==> src/rtl/mdr_unit.sv <==
`default_nettype none
// ============================================================================
//  mdr_unit
//  Memory data register with a read/write handshake engine, ack timeout and
//  byte/half/word sizing with sign or zero extension on loads.
//  Revision: 1.0
// ============================================================================
module mdr_unit #(
    parameter int DATA_W  = 32,
    parameter int TIMEOUT = 15
) (
    input  logic                clock,
    input  logic                reset,
    input  logic [DATA_W-1:0]   bus_in,
    input  logic                mdr_in,
    input  logic                rd_req,
    input  logic                wr_req,
    input  logic [1:0]          size,
    input  logic                sign_ext,
    input  logic [DATA_W-1:0]   mem_rdata,
    input  logic                mem_ack,
    output logic                mem_rd,
    output logic                mem_wr,
    output logic [DATA_W-1:0]   mem_wdata,
    output logic [DATA_W/8-1:0] mem_be,
    output logic [DATA_W-1:0]   mdr_out,
    output logic                busy,
    output logic                done,
    output logic                err
);

    localparam int BE_W  = DATA_W / 8;
    localparam int CNT_W = $clog2(TIMEOUT + 1);

    typedef enum logic [1:0] {
        S_IDLE  = 2'd0,
        S_READ  = 2'd1,
        S_WRITE = 2'd2
    } state_t;

    state_t            state_q;
    logic [DATA_W-1:0] mdr_q;
    logic [CNT_W-1:0]  cnt_q;
    logic [1:0]        size_q;
    logic              sext_q;
    logic              done_q;
    logic              err_q;

    logic [DATA_W-1:0] rdata_ext_d;
    logic [BE_W-1:0]   be_d;
    logic              timeout_d;

    // Sized load value: bits above the selected field take its top bit or zero.
    always_comb begin
        rdata_ext_d = '0;
        for (int i = 0; i < DATA_W; i++) begin
            if (size_q == 2'd0)
                rdata_ext_d[i] = (i < 8)  ? mem_rdata[i] : (sext_q & mem_rdata[7]);
            else if (size_q == 2'd1)
                rdata_ext_d[i] = (i < 16) ? mem_rdata[i] : (sext_q & mem_rdata[15]);
            else
                rdata_ext_d[i] = mem_rdata[i];
        end
    end

    always_comb begin
        be_d = '0;
        for (int i = 0; i < BE_W; i++)
            be_d[i] = (i == 0) || ((i == 1) && (size_q != 2'd0)) || size_q[1];
    end

    // The counter holds the number of completed wait cycles; the TIMEOUT-th ends the wait.
    assign timeout_d = (cnt_q == CNT_W'(TIMEOUT - 1));

    always_ff @(posedge clock or negedge reset) begin
        if (!reset) begin
            state_q <= S_IDLE;
            mdr_q   <= '0;
            cnt_q   <= '0;
            size_q  <= 2'd0;
            sext_q  <= 1'b0;
            done_q  <= 1'b0;
            err_q   <= 1'b0;
        end else begin
            done_q <= 1'b0;
            case (state_q)
                S_IDLE: begin
                    if (mdr_in) begin
                        mdr_q <= bus_in;
                    end else if (rd_req) begin
                        state_q <= S_READ;
                        size_q  <= size;
                        sext_q  <= sign_ext;
                        err_q   <= 1'b0;
                        cnt_q   <= '0;
                    end else if (wr_req) begin
                        state_q <= S_WRITE;
                        size_q  <= size;
                        err_q   <= 1'b0;
                        cnt_q   <= '0;
                    end
                end
                S_READ, S_WRITE: begin
                    if (mem_ack) begin
                        if (state_q == S_READ)
                            mdr_q <= rdata_ext_d;
                        done_q  <= 1'b1;
                        state_q <= S_IDLE;
                    end else if (timeout_d) begin
                        err_q   <= 1'b1;
                        state_q <= S_IDLE;
                    end else begin
                        cnt_q <= cnt_q + CNT_W'(1);
                    end
                end
                default: state_q <= S_IDLE;
            endcase
        end
    end

    assign busy      = (state_q == S_READ) || (state_q == S_WRITE);
    assign mem_rd    = (state_q == S_READ);
    assign mem_wr    = (state_q == S_WRITE);
    assign mem_be    = busy ? be_d : '0;
    assign mem_wdata = mdr_q;
    assign mdr_out   = mdr_q;
    assign done      = done_q;
    assign err       = err_q;

endmodule
`default_nettype wire

==> config.mk <==
export PLATFORM = sky130hd
export DESIGN_NAME = mdr_unit
export DESIGN_NICKNAME = d
export VERILOG_FILES = /design/src/rtl/mdr_unit.sv
export SDC_FILE = /design/constraint.sdc
export NUM_CORES = 1
export LEC_CHECK = 0
export CORE_ASPECT_RATIO = 0.8
export CORE_MARGIN = 2
export CORE_UTILIZATION = 38
export DETAILED_ROUTE_END_ITERATION = 6
export PLACE_DENSITY = 0.87
export SYNTH_ARGS = -nofsm -noshare
export SYNTH_HDL_FRONTEND = slang
export SYNTH_SLANG_ARGS = --single-unit
==> constraint.sdc <==
create_clock -name clock -period 2.2 [get_ports clock]
set_clock_uncertainty 0.05 [all_clocks]
set_input_delay 0.66 -clock clock [delete_from_list [all_inputs] [get_ports clock]]
set_output_delay 0.66 -clock clock [all_outputs]
set_load 0.05 [all_outputs]
Yosys cells after proc, flatten, opt, wreduce, memory -nomap -nowiden --
Index checks and enable logic that the tools add are counted.
Operators by class: multiplexer cells 67, bitwise logic cells 3, $add $sub $neg 1, equality and inequality tests 13, reductions and logical operators 14
Operators by type and width (count):
- 32-bit two-way mux | 3
- 32-bit one-hot mux with 2 select lines | 1
- 1-bit two-way mux | 47
- 4-bit two-way mux | 6
- 2-bit two-way mux | 7
- 2-bit != test, second input constant | 7
- 5-bit AND reduction | 2
- 3-bit AND reduction | 3
- 4-bit one-hot mux with 2 select lines | 1
- 3-bit != test, second input constant | 2
- 2-bit nonzero test | 3
- 4-bit by 1-bit adder with 4-bit output, second input constant | 1
- 2-bit by 1-bit == test with 1-bit output, second input constant | 2
- 4-bit == test, second input constant | 1
- 2-bit logical NOT | 2
- 2-bit one-hot mux with 2 select lines | 1
- 4-bit AND reduction | 1
- 1-bit bitwise AND | 2
- 2-bit == test, second input constant | 1
- 1-bit logical OR | 2
- 1-bit one-hot mux with 2 select lines | 1
- 2-bit OR reduction | 1
- 1-bit NOT | 1
Storage, ports and cells: register bits 43, word-level logic and storage cells 105, output and inout port bits 73

Longest topological paths before layout --
Gate-level depths: netlist of the first run.
depth in word-level cells 6, mapped depth 8, depth with buffers taken out 6

Worst setup path before layout of the first run --
OpenSTA, ideal clock, no wires.
kind register to output, start point reg state_q[0], end point out mem_be[3], path slack -0.760 ns, data arrival time 2.250 ns, stages on the path, launching flop included 6, data required time 1.490 ns, cells stage by stage dfrtp_1 -> inv_1 -> ha_1 -> and2_1 -> clkbuf_1 -> buf_4
On the way: word-level cells in the longest chain between the ends 3, elaborated cells on any way between the ends 4, those cells by class 2 x eq/ne; 1 x mux; 1 x reduce/logical
Ends and longest elaborated chain:
- start: declaration | RTL line 41 | state_t state_q;
- start signal: assignment | RTL line 77 | state_q <= S_IDLE;
- start signal: assignment | RTL line 91 | state_q <= S_READ;
- start signal: assignment | RTL line 97 | state_q <= S_WRITE;
- 2-bit by 1-bit == test with 1-bit output or 2-bit == test (tied branches) | RTL line 121 | assign busy = (state_q == S_READ) || (state_q == S_WRITE);
- 1-bit logical OR (*) | RTL line 121
- net busy | RTL line 27 | output logic busy,
- 4-bit two-way mux (*) | RTL line 124 | assign mem_be = busy ? be_d : '0;
- end: declaration | RTL line 25 | output logic [DATA_W/8-1:0] mem_be,
The timed path passes the listed nets; every way through them passes the cells marked *.

Final worst setup path of the first run --
start point reg state_q[1], end point out mem_be[1]
On the way: word-level cells in the longest chain between the ends 3, elaborated cells on any way between the ends 4, those cells by class 2 x eq/ne; 1 x mux; 1 x reduce/logical
Ends and longest elaborated chain (RTL line):
- 2-bit by 1-bit == test with 1-bit output or 2-bit == test (tied branches) | 121
- 1-bit logical OR (*) | 121
- 4-bit two-way mux (*) | 124
Every way passes the cells marked *; elsewhere a longest branch is shown, timed or not.

==> results of run 1 <==
==> sequential cells by signal (all words and copies together) (netlist names) <==
name and flops:
cnt_q 4, done 1, err 1, mdr_out 32, sext_q 1, size_q 2, state_q 2
==> final timing paths <==
path,start,endpoint,slack [ns]
worst max-delay path,state_q[1],mem_be[1],0.05
worst min register to register,cnt_q[3],cnt_q[3],0.48
min in group clock,cnt_q[3],cnt_q[3],0.48
max in group asynchronous,reset,mdr_out[7],1.30
worst max register to register,state_q[1],mdr_out[9],0.08
worst min-delay path,reset,done,0.24
==> synth_stat cells (all sizes together), types with 2 or more instances <==
master,n
a21oi,35
a221oi,10
a22o,2
a22oi,8
a31oi,4
and3,2
buf,44
clkbuf,5
dfrtp,43
ha,5
inv,8
mux2,4
mux2i,12
nand2,11
nand3,7
nor2,37
nor2b,2
nor3,3
o21ai,9
==> worst max-delay path, cell delays in order, from the launching register on <==
cell	delay (ns)
dfrtp_1	0.38
inv_2	0.07
ha_4	0.27
buf_6	0.12
inv_4	0.04
nor2_4	0.13
buf_12	0.15
==> layer usage <==
metal,share of wire,track usage,wire length (µm),vias up
met1,0.39,0.225,2780,1091
li1,-,-,-,1132
met5,0,0,0,-
met2,0.50,0.361,3510,111
met4,0.010,0.0523,74,0
met3,0.098,0.0613,696,8
==> metrics by stage <==
step	cell area, µm²	worst slack [ns]
after floorplan	2440	-0.151
after global placement	3680	-0.0231
after detailed placement	3680	-0.126
after CTS	3810	0.0268
after global routing	3810	-0.0192
final	3810	0.0496
==> timing repair <==
action                                  in CTS  in global routing
buffers inserted                             3                  0
endpoints found under the setup margin       6                  5
pin swaps                                    1                  2
gates resized for setup                      9                  3
==> cell families (layout without fill, tap and decap cells) <==
logic type / after synthesis / in the layout / synth area share
AO/OA/AOI/OAI: 75 / 75 / 0.196
flip-flops: 43 / 43 / 0.444
adder cells (fa/ha/maj): 5 / 5 / 0.0258
buffers and inverters: 57 / 179 / 0.148
multiplexers: 16 / 16 / 0.0682
AND/OR/NAND/NOR: 66 / 66 / 0.117
==> cell type report <==
cell class	count	area, µm²
sequential	43	1080
clock inverter	1	5.00
multi-input combinational	162	1020
clock buffer	7	76.3
inverter	8	32.5
tap	81	101
timing repair buffer	163	1510
fill	498	2220
==> metrics.md, run 1 <==
| Metric | Value |
|---|---|
| Syn Nets | `340` |
| Later-pin clock latency in the skew report | `about 0.29 ns` |
| Placed cells | `454` |
| Starting Density | `0.401` |
| Boundary pin count | `146` |
| Die area | `7030 µm²` |
| Most frequent cells in the layout | `buf_4 (79), clkdlybuf4s50_1 (72), dfrtp_1 (43)` |
| Crit path DAT | `1.44 ns` |
| Vias in the first global route | `2285` |
| Post-layout util | `0.632` |
| Gp weighted congestion | `0.844` |
| Diodes inserted | `0` |
| Max Slew Vio Count | `0` |
| Largest cells by area after synthesis | `dfrtp_1 (44%), buf_4 (11%), a21oi_1 (7.2%), nor2_1 (5.7%), mux2i_1 (5.0%)` |
| Mean post-synth cell area | `9.25 µm²` |
| Worst R2R Path Depth | `8` |
| Critical path fanouts, max | `5` |
| CTS sink cnt | `43` |
| Status | `finished clean` |
| Die H | `75.4 µm` |
| Synth top area share | `0.444` |
| Setup-failing EPs final | `0` |
| Synth warn | `0` |
| Initial antenna violation count | `0` |
| Min-Delay Path Class | `in -> async` |
| Vias/cell | `slightly above 5` |
| Post-synthesis cell type count | `31` |
| Seq/Total Area, Yosys | `0.444` |
| CP Class | `reg -> out` |
| Fin crit period | `2.15 ns` |
| Startpoint Class | `register` |
| Layout Cells excl Fill | `465` |
| Cells after Synth | `262` |
| Slew HR | `0.543` |
| Deepest clock path buffer count | `2` |
| Die width | `93.3 µm` |
| Nets | `461` |
| Clk pin slew, worst setup/hold paths | `about 0.08 ns` |
| ANT nets after route | `0` |
| Core Area | `a little over 6000 µm²` |
| Max Clk Rate | `465 MHz` |
| RSZ-0062 raised after global routing | `true` |
| Hold Buf Count CTS | `0` |
| Period utilization | `0.977` |
| Hold Fails Final Rpt | `0` |
| Drt total wl | `7070 µm` |
| Root Driver | `clkbuf_8` |
| Most common cell after layout, fill and taps aside | `buf_4` |
| # Max-Cap Violations | `0` |
| Synth area leader | `dfrtp_1` |
| Largest net degree at the start of global routing | `31` |
| Least-Margin Pin Slew | `0.682 ns` |
| Vias | `2342` |
| Req. time, crit path | `1.49 ns` |
| TritonCTS clock tree | `yes` |
| GRT Util Overall | `0.196` |
| Post-Syn Area | `2420 µm²` |
| Total CTS buffers | `5` |
| Crit end category | `output pin` |
| #FFs+latches synth | `43` |
| Routed WL per cell | `15.2 µm` |
| Post-synth ARST share | `1.00` |
| Global-route wire length before repair | `10800 µm` |
| Number of flops mapped to enable cells by yosys | `0` |
| Share of cells above drive strength 1 | `0.284` |
| # DRC | `0` |
| Htree depth | `2` |
| Main synth FF type | `dfrtp_1` |
| DR iter-0 viols | `between 80 and 90` |
| HPWL Detailed | `5540 µm` |
| Hold Slack | `0.242 ns` |
| Site Rows | `25` |
| TNS Setup | `0 ns` |
| Port bufs | `about 150` |
| Synthesis-to-layout area growth | `57.4%` |
| GRT overflow | `0` |
| TritonRoute pass-1 iters | `4` |
Power of run 1 is left out: the tool's default activity adds up to more than one toggle a clock period on the data nets, which glitch-free logic cannot reach.
==> run 2: changes to the inputs <==
--- a/config.mk
+++ b/config.mk
@@ -9,7 +9,7 @@
 export CORE_MARGIN = 2
 export CORE_UTILIZATION = 38
 export DETAILED_ROUTE_END_ITERATION = 6
-export PLACE_DENSITY = 0.87
+export PLACE_DENSITY = 0.91
 export SYNTH_ARGS = -nofsm -noshare
 export SYNTH_HDL_FRONTEND = slang
 export SYNTH_SLANG_ARGS = --single-unit
==> run 2 against run 1 <==
Compared with the run above: utilization rose by 0.27 points; critical path depth is 5 lower; die area did not move; worst hold slack improved by 0.046 ns; routed wire length grew 3.8%; critical endpoint is now done.
==> metrics.md, run 2 (synthesis results as in run 1) <==
| Metric | Value |
|---|---|
| Share of cells above drive strength 1 | `0.281 (-0.00260)` |
| Slew HR | `0.655 (+0.112)` |
| Multi-input gate area | `1020 µm² (+0.25%)` |
| Port bufs | `145 (unchanged)` |
| Initial antenna violation count | `0 (unchanged)` |
| # Max-Cap Violations | `0 (unchanged)` |
| TritonRoute pass-1 iters | `4 (unchanged)` |
| Nets | `461 (unchanged)` |
| Fin crit period | `2.13 ns (-0.0230 ns)` |
| Site Rows | `25 (unchanged)` |
| TritonCTS clock tree | `yes` |
| R2R Path End | `cnt_q[1]` |
| Vias | `2428 (+3.7%)` |
| Drt total wl | `7340 µm (+3.8%)` |
| RR Startpoint | `state_q[1]` |
| Cells along the critical path | `clkdlybuf4s50_1` |
| Synthesis-to-layout area growth | `58.1%` |
| Status | `finished clean` |
| # DRC | `0 (unchanged)` |
| Root Driver | `clkbuf_8` |
| Slowest CP cell | `clkdlybuf4s50_1` |
| HPWL Detailed | `5720 µm (+3.2%)` |
| Hold Fails Final Rpt | `0 (unchanged)` |
| CP delay by family, top | `buffers and inverters` |
| Crit path DAT | `1.42 ns (-0.02 ns)` |
| Vias in the first global route | `2386 (+4.4%)` |
| GRT Util Overall | `0.201 (+0.00516)` |
| Bufs and invs on worst path | `1 (-3)` |
| Most common cell after layout, fill and taps aside | `buf_4` |
| Worst R2R Path Depth | `7 (-1)` |
| Later-pin clock latency in the skew report | `0.28 ns (about the same)` |
| CP Class | `reg -> out` |
| Die area | `7030 µm² (unchanged)` |
| Min-Delay Path Class | `in -> async` |
| Routed WL per cell | `15.8 µm (+3.8%)` |
| Gp weighted congestion | `0.845 (+0.12%)` |
| Max Clk Rate | `470 MHz (+1.1%)` |
| Hold Buf Count CTS | `0 (unchanged)` |
| RSZ-0062 raised after global routing | `false` |
| Max reg flops | `32 (unchanged)` |
| FF-to-FF setup slack | `0.20 ns (+0.12 ns)` |
| Max stage delay on crit path | `0.80 ns (+0.42 ns)` |
| Boundary pin count | `146 (unchanged)` |
| Deepest clock path buffer count | `2 (unchanged)` |
| Core Area | `6040 µm² (unchanged)` |
| CP Launch Point | `done` |
| Total CTS buffers | `5 (unchanged)` |
| Critical path fanouts, max | `1 (-4)` |
| Setup-failing EPs final | `0 (unchanged)` |
| ANT nets after route | `0 (unchanged)` |
| Fillcell total | `491 (-1.4%)` |
| DR iter-0 viols | `77 (-8.3%)` |
| Reg area | `1080 µm² (unchanged)` |
| Least-Margin Pin Slew | `0.517 ns (-0.165 ns)` |
| Req. time, crit path | `1.49 ns (about the same)` |
| Global-route wire length before repair | `11300 µm (+4.1%)` |
| TNS Setup | `0 ns (unchanged)` |
| GRT overflow | `0 (unchanged)` |
| Largest net degree at the start of global routing | `33 (+6.5%)` |
| Crit end category | `output pin` |
| Startpoint Class | `register` |
| Die width | `93.3 µm (unchanged)` |
| Die H | `75.4 µm (unchanged)` |
| Diodes inserted | `0 (unchanged)` |
| Starting Density | `0.401 (unchanged)` |
| Vias/cell | `5.22 (+3.7%)` |
| Max Slew Vio Count | `0 (unchanged)` |
| CTS sink cnt | `43 (unchanged)` |
| Period utilization | `0.967 (-0.0104)` |
| Most frequent cells in the layout | `buf_4 (79), clkdlybuf4s50_1 (72), dfrtp_1 (43)` |
| Clk pin slew, worst setup/hold paths | `0.08 ns (about the same)` |
| Htree depth | `2 (unchanged)` |
==> run 2: worst max-delay path by stage <==
stage,endpoint,slack [ns],cells after the start
after floorplan,mem_be[3],-0.15,5
after global placement,mdr_out[24],0.004,6
after global routing,done,0.04,1
after CTS,mem_be[0],0.009,4
after detailed placement,mdr_out[14],-0.1,6
final,done,0.07,1
==> run 2: layer usage <==
layer / track usage / share of wire / up-vias
met5: 0 / 0 / -
met4: 0.0572 / 0.011 / 0
met3: 0.0495 / 0.079 / 8
met2: 0.367 / 0.52 / 114
met1: 0.241 / 0.39 / 1176
li1: - / - / 1130
==> run 2: final cells by class <==
cell class | instances | area share
Clock inverter | 1 | 0.00131
Clock buffer | 7 | 0.0199
Timing Repair Buffer | 163 | 0.397
Multi-Input combinational cell | 162 | 0.266
Tap cell | 81 | 0.0265
Inverter | 8 | 0.00784
Sequential cell | 43 | 0.281
==> run 2: timing repair <==
action	CTS	global route
endpoints found under the setup margin	6	27
resized for setup	2	4
cloned	0	0
setup buffers	2	1
pin swaps	0	1
==> run 2: per-stage QoR <==
step / hold slack, ns / setup WS [ns] / utilization / area (µm²) / instances
detailed placement: 0.474 / -0.0991 / 0.613 / 3700 / 454
CTS: 0.289 / 0.00857 / 0.630 / 3800 / 464
finish: 0.288 / 0.0725 / 0.634 / 3830 / 465
global placement: 0.450 / 0.00385 / 0.613 / 3700 / 454
global route: 0.308 / 0.0411 / 0.634 / 3830 / 465
floorplan: 0.314 / -0.151 / - / 2440 / 262
Power of run 2 is left out for the same reason.
